--- src/rtl/imm_pkg.sv ---
// Shared constants for the pipelined immediate generator.
package imm_pkg;

    // Format select encodings for immgen_op
    localparam logic [2:0] IMM_NONE = 3'd0;
    localparam logic [2:0] IMM_I    = 3'd1;
    localparam logic [2:0] IMM_S    = 3'd2;
    localparam logic [2:0] IMM_B    = 3'd3;
    localparam logic [2:0] IMM_U    = 3'd4;
    localparam logic [2:0] IMM_J    = 3'd5;
    localparam logic [2:0] IMM_Z    = 3'd6;
    localparam logic [2:0] IMM_SH   = 3'd7;

    // Supported datapath widths
    localparam int XLEN_32 = 32;
    localparam int XLEN_64 = 64;

endpackage

--- src/rtl/imm_extract.sv ---
// Combinational RISC-V immediate extraction and extension for XLEN 32 or 64.
module imm_extract
    import imm_pkg::*;
#(
    parameter int XLEN = XLEN_64
) (
    input  logic [31:0]     inst,
    input  logic [2:0]      immgen_op,
    output logic [XLEN-1:0] imm,
    output logic            illegal
);

    // Built at 64 bits, then narrowed to XLEN
    logic [63:0] wide;

    // Opcode bits never feed any immediate
    logic unused_opcode;
    assign unused_opcode = ^inst[6:0];

    // Decode the selected format into a 64-bit sign/zero-extended value
    always_comb begin
        wide    = '0;
        illegal = 1'b0;
        case (immgen_op)
            IMM_I:  wide = {{52{inst[31]}}, inst[31:20]};
            IMM_S:  wide = {{52{inst[31]}}, inst[31:25], inst[11:7]};
            IMM_B:  wide = {{51{inst[31]}}, inst[31], inst[7], inst[30:25], inst[11:8], 1'b0};
            IMM_U:  wide = {{32{inst[31]}}, inst[31:12], 12'b0};
            IMM_J:  wide = {{43{inst[31]}}, inst[31], inst[19:12], inst[20], inst[30:21], 1'b0};
            IMM_Z:  wide = {59'b0, inst[19:15]};
            IMM_SH: begin
                if (XLEN == XLEN_64) begin
                    wide = {58'b0, inst[25:20]};
                end else begin
                    // shamt[5] set is not a legal RV32 shift amount
                    wide    = {59'b0, inst[24:20]};
                    illegal = inst[25];
                end
            end
            default: wide = '0;
        endcase
    end

    if (XLEN == XLEN_64) begin : g_x64
        assign imm = wide;
    end else begin : g_x32
        logic unused_hi;
        assign unused_hi = ^wide[63:32];
        assign imm       = wide[31:0];
    end

endmodule

--- src/rtl/imm_gen_pipe.sv ---
// Registered immediate generator with valid/ready handshake and optional skid entry.
module imm_gen_pipe
    import imm_pkg::*;
#(
    parameter int XLEN    = XLEN_64,
    parameter int TAG_W   = 8,
    parameter int SKID_EN = 1
) (
    input  logic             clk,
    input  logic             rst,
    input  logic             in_valid,
    output logic             in_ready,
    input  logic [31:0]      inst,
    input  logic [2:0]       immgen_op,
    input  logic [TAG_W-1:0] in_tag,
    output logic             out_valid,
    input  logic             out_ready,
    output logic [XLEN-1:0]  imm,
    output logic [TAG_W-1:0] out_tag,
    output logic             out_illegal
);

    logic [XLEN-1:0]  ext_imm;
    logic             ext_illegal;

    logic             out_valid_q, out_valid_d;
    logic [XLEN-1:0]  imm_q, imm_d;
    logic [TAG_W-1:0] tag_q, tag_d;
    logic             ill_q, ill_d;

    logic             skid_valid_q, skid_valid_d;
    logic [XLEN-1:0]  skid_imm_q, skid_imm_d;
    logic [TAG_W-1:0] skid_tag_q, skid_tag_d;
    logic             skid_ill_q, skid_ill_d;

    logic             accept;
    logic             out_load;

    // Immediate is computed before registering so later inst changes cannot affect it
    imm_extract #(
        .XLEN (XLEN)
    ) u_extract (
        .inst      (inst),
        .immgen_op (immgen_op),
        .imm       (ext_imm),
        .illegal   (ext_illegal)
    );

    // Upstream ready: skid mode only blocks when the skid entry is occupied
    always_comb begin
        in_ready = 1'b0;
        if (!rst) begin
            if (SKID_EN != 0) begin
                in_ready = !skid_valid_q;
            end else begin
                in_ready = !out_valid_q || out_ready;
            end
        end
    end

    assign accept   = in_valid && in_ready;
    assign out_load = !out_valid_q || out_ready;

    // Next state: output register refills from skid first, else from the new input
    always_comb begin
        out_valid_d  = out_valid_q;
        imm_d        = imm_q;
        tag_d        = tag_q;
        ill_d        = ill_q;
        skid_valid_d = skid_valid_q;
        skid_imm_d   = skid_imm_q;
        skid_tag_d   = skid_tag_q;
        skid_ill_d   = skid_ill_q;
        if (out_load) begin
            if (skid_valid_q) begin
                out_valid_d  = 1'b1;
                imm_d        = skid_imm_q;
                tag_d        = skid_tag_q;
                ill_d        = skid_ill_q;
                skid_valid_d = 1'b0;
            end else if (accept) begin
                out_valid_d = 1'b1;
                imm_d       = ext_imm;
                tag_d       = in_tag;
                ill_d       = ext_illegal;
            end else begin
                out_valid_d = 1'b0;
            end
        end else if (accept) begin
            // Output stalled: park the accepted instruction in the skid entry
            skid_valid_d = 1'b1;
            skid_imm_d   = ext_imm;
            skid_tag_d   = in_tag;
            skid_ill_d   = ext_illegal;
        end
    end

    // State registers with synchronous reset discarding output and skid contents
    always_ff @(posedge clk) begin
        if (rst) begin
            out_valid_q  <= 1'b0;
            imm_q        <= '0;
            tag_q        <= '0;
            ill_q        <= 1'b0;
            skid_valid_q <= 1'b0;
            skid_imm_q   <= '0;
            skid_tag_q   <= '0;
            skid_ill_q   <= 1'b0;
        end else begin
            out_valid_q  <= out_valid_d;
            imm_q        <= imm_d;
            tag_q        <= tag_d;
            ill_q        <= ill_d;
            skid_valid_q <= skid_valid_d;
            skid_imm_q   <= skid_imm_d;
            skid_tag_q   <= skid_tag_d;
            skid_ill_q   <= skid_ill_d;
        end
    end

    assign out_valid   = out_valid_q;
    assign imm         = imm_q;
    assign out_tag     = tag_q;
    assign out_illegal = ill_q;

endmodule

--- config.mk ---
export PLATFORM = sky130hd
export DESIGN_NAME = imm_gen_pipe
export DESIGN_NICKNAME = d
export VERILOG_FILES = /design/src/rtl/imm_pkg.sv /design/src/rtl/imm_extract.sv /design/src/rtl/imm_gen_pipe.sv
export SDC_FILE = /design/constraint.sdc
export NUM_CORES = 1
export LEC_CHECK = 0
export CORE_MARGIN = 2
export CORE_UTILIZATION = 40
export DETAILED_ROUTE_END_ITERATION = 10
export PLACE_DENSITY = 0.65
export SETUP_SLACK_MARGIN = 0.2
export SLEW_MARGIN = 40
export SYNTH_ARGS = -nofsm -noshare
export SYNTH_HDL_FRONTEND = slang
export SYNTH_SLANG_ARGS = --single-unit
--- constraint.sdc ---
create_clock -name clk -period 1.9 [get_ports clk]
set_input_delay 0.38 -clock clk [delete_from_list [all_inputs] [get_ports clk]]
set_output_delay 0.38 -clock clk [all_outputs]
set_load 0.02 [all_outputs]
Word-level counts from Yosys, hierarchy flattened
Index checks and enable logic that the tools add are counted.
{"block": "word_totals", "register_bits": 147}
{"block": "classes", "eq_ne": 7, "mux": 10, "bitwise": 1, "n_reduce_logical": 8}
{"op": "64-bit case mux with 7 select lines", "n": 1}
{"op": "64-bit two-way mux", "n": 2}
{"op": "8-bit two-way mux", "n": 2}
{"op": "3-bit == test, second input constant", "n": 4}
{"op": "3-bit by 2-bit == test with 1-bit output, second input constant", "n": 2}
{"op": "1-bit two-way mux", "n": 5}
{"op": "2-bit AND reduction", "n": 2}
{"op": "3-bit by 1-bit == test with 1-bit output, second input constant", "n": 1}
{"op": "1-bit zero test", "n": 2}
{"op": "2-bit nonzero test", "n": 1}
{"op": "2-bit OR reduction", "n": 1}
{"op": "1-bit logical AND", "n": 1}
{"op": "1-bit logical OR", "n": 1}
{"op": "1-bit inverter", "n": 1}

Depth between registers and ports, before layout
Gate-level depths: netlist of run 1.
{"block": "depth", "ltp_word": 5, "mapped_depth": 7, "mapped_depth_nobuf": 4}

Hierarchy
From an unflattened synthesis of run 1, not the netlist that was laid out.
{"block": "unflattened", "hier_cells": 854, "area_unflattened_um2": 7937.6}
{"module": "imm_gen_pipe", "instances": 1, "cells_per_inst": 740, "area_per_inst_um2": 7159.4, "seq_area_each_um2": 2962.8}
{"module": "imm_extract", "instances": 1, "cells_per_inst": 114, "area_per_inst_um2": 778.2, "seq_area_each_um2": 0.0}

Worst setup path before layout of run 1
Ideal clock, no wire load.
{"block": "synth_path", "path_type": "reg-to-output", "start": "register, netlist name imm[62]", "end": "output port imm[32]", "arrival_time_ps": 1208, "t_required_ps": 1520, "path_slack_ps": 312, "path_stages_with_launch": 2, "n_path_buf": 1, "cell_sequence": "dfxtp_1 buf_4"}
{"element": "end: declaration", "line_no": "imm_gen_pipe.sv:18", "text": "output logic [XLEN-1:0] imm,"}

Worst setup path in the final report of run 1
{"block": "layout_path", "start": "register imm_q[7] (netlist: imm[7])", "end": "output port imm[7]"}
{"element": "start: declaration", "line_no": "imm_gen_pipe.sv:27", "text": "logic [XLEN-1:0] imm_q, imm_d;"}
{"element": "start signal: assignment", "line_no": "imm_gen_pipe.sv:111", "text": "imm_q <= imm_d;"}
No word-level cell between the ends.

==> results of run 1 <==
## path summary, 6_finish.rpt
kind | endpoint
max | imm[7]
min | imm[14]
max reg2reg | imm[30]
min reg2reg | imm[0]
## power breakdown
group | total, mW | leakage [nW] | internal, mW | switching, mW
clock | 1.57 | 0.120 | 0.885 | 0.681
combinational | 0.820 | 1.66 | 0.362 | 0.459
sequential | 1.82 | 0.668 | 1.79 | 0.0334
## placed cells by master, fill, tap and decap left out, types with 2 or more instances in the layout
cell             count
nor2_2               2
dfxtp_1             81
and2_1               4
nand3b_1             7
nor2_4               2
a211oi_2             5
inv_6                2
nand2_1             55
o311ai_2             9
nor2_1              55
a32o_1               4
inv_1               14
o21ai_1              3
nor3_1              20
dlygate4sd2_1       53
nand4b_1             5
nor2b_1              6
nand3_1             11
o211ai_1            22
buf_4               26
buf_12               7
a211oi_1            14
o22ai_1              5
bufinv_16            3
dlymetal6s2s_1      18
nand2b_1            22
clkdlybuf4s50_1     41
clkbuf_8             9
mux2i_1             11
o311ai_1             5
a21oi_1             48
## sequential cells by signal (all words and copies together) (netlist names)
register,flops
skid_imm_q,32
imm,32
out_valid,1
skid_tag_q,8
skid_valid_q,1
out_tag,8
## what timing repair did
action,4_1_cts,5_1_grt
resized for setup,53,22
endpoints found under the setup margin,53,29
hold buffers,0,0
pin swaps,0,1
## per-stage QoR
stage	setup WS, ps	power, mW	utilization	cell area [um^2]	hold WS [ps]
floorplan	312	2.40	-	4160	431
global placement	-71.2	2.73	0.518	5300	438
detailed placement	-87.0	2.74	0.518	5300	446
CTS	201	4.25	0.536	5490	358
global route	200	4.38	0.542	5540	379
finish	240	4.21	0.542	5540	384
## cell families after synthesis
family,after synthesis,share of synthesized area
xor gates and xnor gates,1,0.00210
DFF,82,0.394
other,1,0.000901
buffers and inverters,89,0.131
muxes,12,0.0291
AOI/OAI and AO/OA,123,0.221
and+or+nand+nor,192,0.222
## metal layers
metal / global-route usage / vias to the layer above
met5: 0 / -
met4: 0.0602 / 0
met3: 0.0349 / 14
met2: 0.319 / 78
met1: 0.238 / 1759
li1: - / 1863
## area by class of cell
type	count	area, um^2	share of cell area
clock buffer	9	124	0.0224
multi-input combinational	329	1990	0.359
clock inverter	7	124	0.0224
tap	136	170	0.0307
timing repair buffer	146	1440	0.260
sequential	82	1640	0.297
inverter	14	52.6	0.00949
==> impl_metrics.ini, run 1 <==
[run_status]
status = finished clean

[worst_hold_path]
hold_depth = 2
hp-class = primary input to register
min_from = rst

[synth]
yosysSeqAreaShare = 0.394
syn_nets = 547
synth_area_um2 = 4160
synth_edf_count = 0
synth_seq_cells = 82
ys_types = 43
synthDominantCellAreaShare = 0.394
avgSynthCellArea_um2 = 8.33
async_flop_share = 0
yosys.cell_count.top_type = dfxtp_1
synth.largest_area_cell = dfxtp_1
synth_common_cells = dfxtp_1 (82), nor2_1 (56), nand2_1 (55)
synthTopCellsByArea = dfxtp_1 (39%), buf_4 (7.9%), a21oi_1 (5.8%)
synth_warnings = 0
syn_inst = 500
synth_flop_cell = dfxtp_1

[critical_path]
r2r_cells = 5
cp-startpoint = imm[7]
start_kind = register
crit_path_max_incr_delay_ps = 600
path_buf_inv = 1
cp_cell_sequence = clkdlybuf4s50_1
crit_family = buffers and inverters
ff2ff_setup_slack_ps = 340
crit_type = register to output pin
path_max_fanout = 2
cpMaxStageDelayCell = clkdlybuf4s50_1
worst_ep_required_time_ps = 1520
reg2reg_from = skid_valid_q
worst-path-stages = 1
crit_arrival_ps = 1280
cp-end-kind = output pin

[detailed_routing]
wl_met2_um = 5260
drc_errors = 0
routed_via_density = 5.14
dr_wl_met3_um = 379
vias = 3714
wl_um = 10400
routedWlPerCell_um = 14.4
ant_nets = 0
wl_met1_um = 4650
dr.pass1.iters = 4
routed.top_layer = met4
drt-initial-drc-count = 168

[floorplan]
core_um2 = 10200
die_x_um = 106
io_pins = 122
dieArea_um2 = 11200
die_y_um = 106
rows = 37
start_util = 0.407

[global_route]
antenna_found_initial = 0
grt_max_degree = 64
grt-ovfl-total = 0
grt_use_total = 0.187
grt_pass1_wl_um = 16900
grt_pass1_vias = 3453

[clock_network]
clockRootBuffer = clkbuf_8
htreeDepth = 3
cts_sinks = 82
cts_made_buffers = 9
clk_latency_ps = 350
cts_setup_buffers = 0
cts_max_path_buffers = 2
cts_tree = built
clkTransAtPathRegs_ps = 90

[final_layout]
nets = 629
fillers = 920
final_cells = 723
antenna_cells = 0
drive_above_1_share = 0.128
area_delta_synth_final_pct = 33.1

[job]
maxCapViolCount = 0

[sta]
skew_ps = 9.62
slew_headroom = 0.576
worstMarginPinSlew_ps = 636
hold_viol_final = 0
rsz0062_at_grt = true
tns_ps = 0
setup_viol = 0
layout_min_cycle_time_ps = 1660
slew_viol_final = 0
fin_crit_sh = 0.874
max_clock_freq_mhz = 602

[placed_design]
dp.cells = 707
gp_congestion = 0.790
post-dp-hpwl_um = 7470
io_buffers = 113

[pwr]
ir_worst_vdd_mv = 0.414
leakage_nw = 2.45
powerDensity_nw_per_um2 = 759
(Power assumes the default switching activity.)
==> run 2: changes to the inputs <==
--- a/config.mk
+++ b/config.mk
@@ -8,7 +8,7 @@
 export CORE_MARGIN = 2
 export CORE_UTILIZATION = 40
 export DETAILED_ROUTE_END_ITERATION = 10
-export PLACE_DENSITY = 0.65
+export PLACE_DENSITY = 0.68
 export SETUP_SLACK_MARGIN = 0.2
 export SLEW_MARGIN = 40
 export SYNTH_ARGS = -nofsm -noshare
==> constraint.sdc (replaced) <==
create_clock -name clk -period 1.5 [get_ports clk]
set_input_delay 0.3 -clock clk [delete_from_list [all_inputs] [get_ports clk]]
set_output_delay 0.3 -clock clk [all_outputs]
set_load 0.02 [all_outputs]
==> impl_metrics.ini, run 2 (synthesis gave the netlist of run 1 again) <==
[sta]
hold_viol_final = 0
layout_min_cycle_time_ps = 1370
setup_viol = 0
rsz0062_at_grt = true
slew_viol_final = 0
slew_headroom = 0.650
worstMarginPinSlew_ps = 525
setup_ws_ps = 135
fin_crit_sh = 0.910
skew_ps = 8.87
hold_ws_ps = 455
max_clock_freq_mhz = 732

[critical_path]
cp-end-kind = output pin
cp_cell_sequence = buf_12 > buf_4
crit_family = flip-flops
start_kind = register
cpMaxStageDelayCell = dfxtp_4
worst_ep_required_time_ps = 1200
ff2ff_setup_slack_ps = 140
crit_path_max_incr_delay_ps = 410
crit_type = register to output pin
path_buf_inv = 2
reg2reg_to = imm[62]
crit_arrival_ps = 1070
reg2reg_from = skid_valid_q
path_max_fanout = 17
cp-startpoint = imm[62]
r2r_cells = 4

[clock_network]
clockRootBuffer = clkbuf_8
cts_max_path_buffers = 2
htreeDepth = 3
clkTransAtPathRegs_ps = 80
holdBufCountCts = 0
cts_tree = built
clk_latency_ps = 370
cts_made_buffers = 9
cts_sinks = 82

[placed_design]
dpl_worst_slack_ps = -409
dp.cells = 727
post-dp-hpwl_um = 7920
io_buffers = 113
gp_congestion = 0.854

[final_layout]
post-route-util = 0.582
multiInputGateArea_um2 = 2170
area_delta_synth_final_pct = 42.9
layout_common_cells = dfxtp_1 (79), buf_4 (70), nand2_1 (54)
seq_area_um2 = 1650
nets = 661
layout_commonest_cell = dfxtp_1
antenna_cells = 0
drive_above_1_share = 0.354
final_cells = 755
fillers = 930

[pwr]
ir_worst_vdd_mv = 0.535
leakage_nw = 2.34
powerDensity_nw_per_um2 = 934
finalPower_mw = 5.56

[job]
maxCapViolCount = 0

[detailed_routing]
ant_nets = 0
drc_errors = 0
routed_via_density = 5.21
drt-initial-drc-count = 155
vias = 3933
routedWlPerCell_um = 15.6
dr.pass1.iters = 4
wl_um = 11700

[global_route]
antenna_found_initial = 0
grt_use_total = 0.206
grt_pass1_wl_um = 18600
grt-ovfl-total = 0
grt_max_degree = 47
grt_pass1_vias = 3753

[worst_hold_path]
hold_end = skid_imm_q[62]
min_from = skid_imm_q[62]
hold_depth = 2
hp-class = register to register

[floorplan]
die_x_um = 106
dieArea_um2 = 11200
core_um2 = 10200
die_y_um = 106
io_pins = 122
rows = 37
start_util = 0.407

[run_status]
status = finished clean
==> run 2: changes by cell type in the layout (fill, tap and decap cells not counted), sizes merged <==
cell | previous run | this run
buf | 34 | 124
inv | 16 | 13
clkbuf | 9 | 14
clkdlybuf4s15 | 0 | 13
dlygate4sd2 | 53 | 4
dlymetal6s2s | 18 | 2
clkdlybuf4s18 | 0 | 1
clkdlybuf4s50 | 41 | 32
clkinv | 1 | 0
clkinvlp | 1 | 2
==> run 2: layout make-up <==
type,count,area share
Timing Repair Buffer,178,0.278
Multi-Input combinational cell,329,0.364
Tap cell,136,0.0286
Clock buffer,12,0.0261
Inverter,14,0.00946
Sequential cell,82,0.277
Clock inverter,4,0.0164
==> run 2: report_power, final <==
group | internal (mW) | total, mW | leakage [nW] | switching (mW)
Clock | 1.20 | 2.01 | 0.123 | 0.813
Sequential | 2.26 | 2.31 | 0.669 | 0.0518
Combinational | 0.578 | 1.23 | 1.55 | 0.655
==> run 2: worst max path at each step <==
| stage | end | slack (ps) | depth (start not counted) |
|---|---|---|---|
| 6_report | imm[38] | 130 | 2 |
| 5_1_grt | skid_imm_q[5] | 90 | 6 |
| 4_1_cts | out_valid | 120 | 1 |
| 3_5_place_dp | imm[2] | -410 | 6 |
| 3_3_place_gp | skid_imm_q[2] | -360 | 6 |
| 2_1_floorplan | skid_imm_q[10] | 190 | 7 |
==> run 2: metal layers <==
metal  track usage  vias up  wire [um]
met4        0.0630        0        168
li1              -     1917          -
met3        0.0454       14        631
met5             0        -          0
met2         0.350      121       5780
met1         0.262     1881       5170
==> run 2: tightest hold or removal path, delay by kind of cell (launching register included) <==
kind	cells	cell delay (ps)
simple gates	1	50
flops	1	310
compound gates	1	50
==> run 2: through the flow <==
step	cell area [um^2]	setup TNS [ps]
finish	5950	0
global route	5950	0
CTS	5880	0
detailed placement	5480	-21160
global placement	5480	-19250
floorplan	4200	0
==> run 2: timing repair <==
action	in CTS	in global routing
setup endpoints to repair	146	133
pin swaps	3	18
gates resized for setup	332	57
gates cloned	4	1
buffers inserted	3	4
==> run 3: changes to the inputs <==
--- a/config.mk
+++ b/config.mk
@@ -7,6 +7,7 @@
 export LEC_CHECK = 0
 export CORE_MARGIN = 2
 export CORE_UTILIZATION = 40
+export CTS_CLUSTER_SIZE = 16
 export DETAILED_ROUTE_END_ITERATION = 10
 export PLACE_DENSITY = 0.68
 export SETUP_SLACK_MARGIN = 0.2
==> results of run 3 <==
Final layout, timing and power as in run 2 (identical DEF).
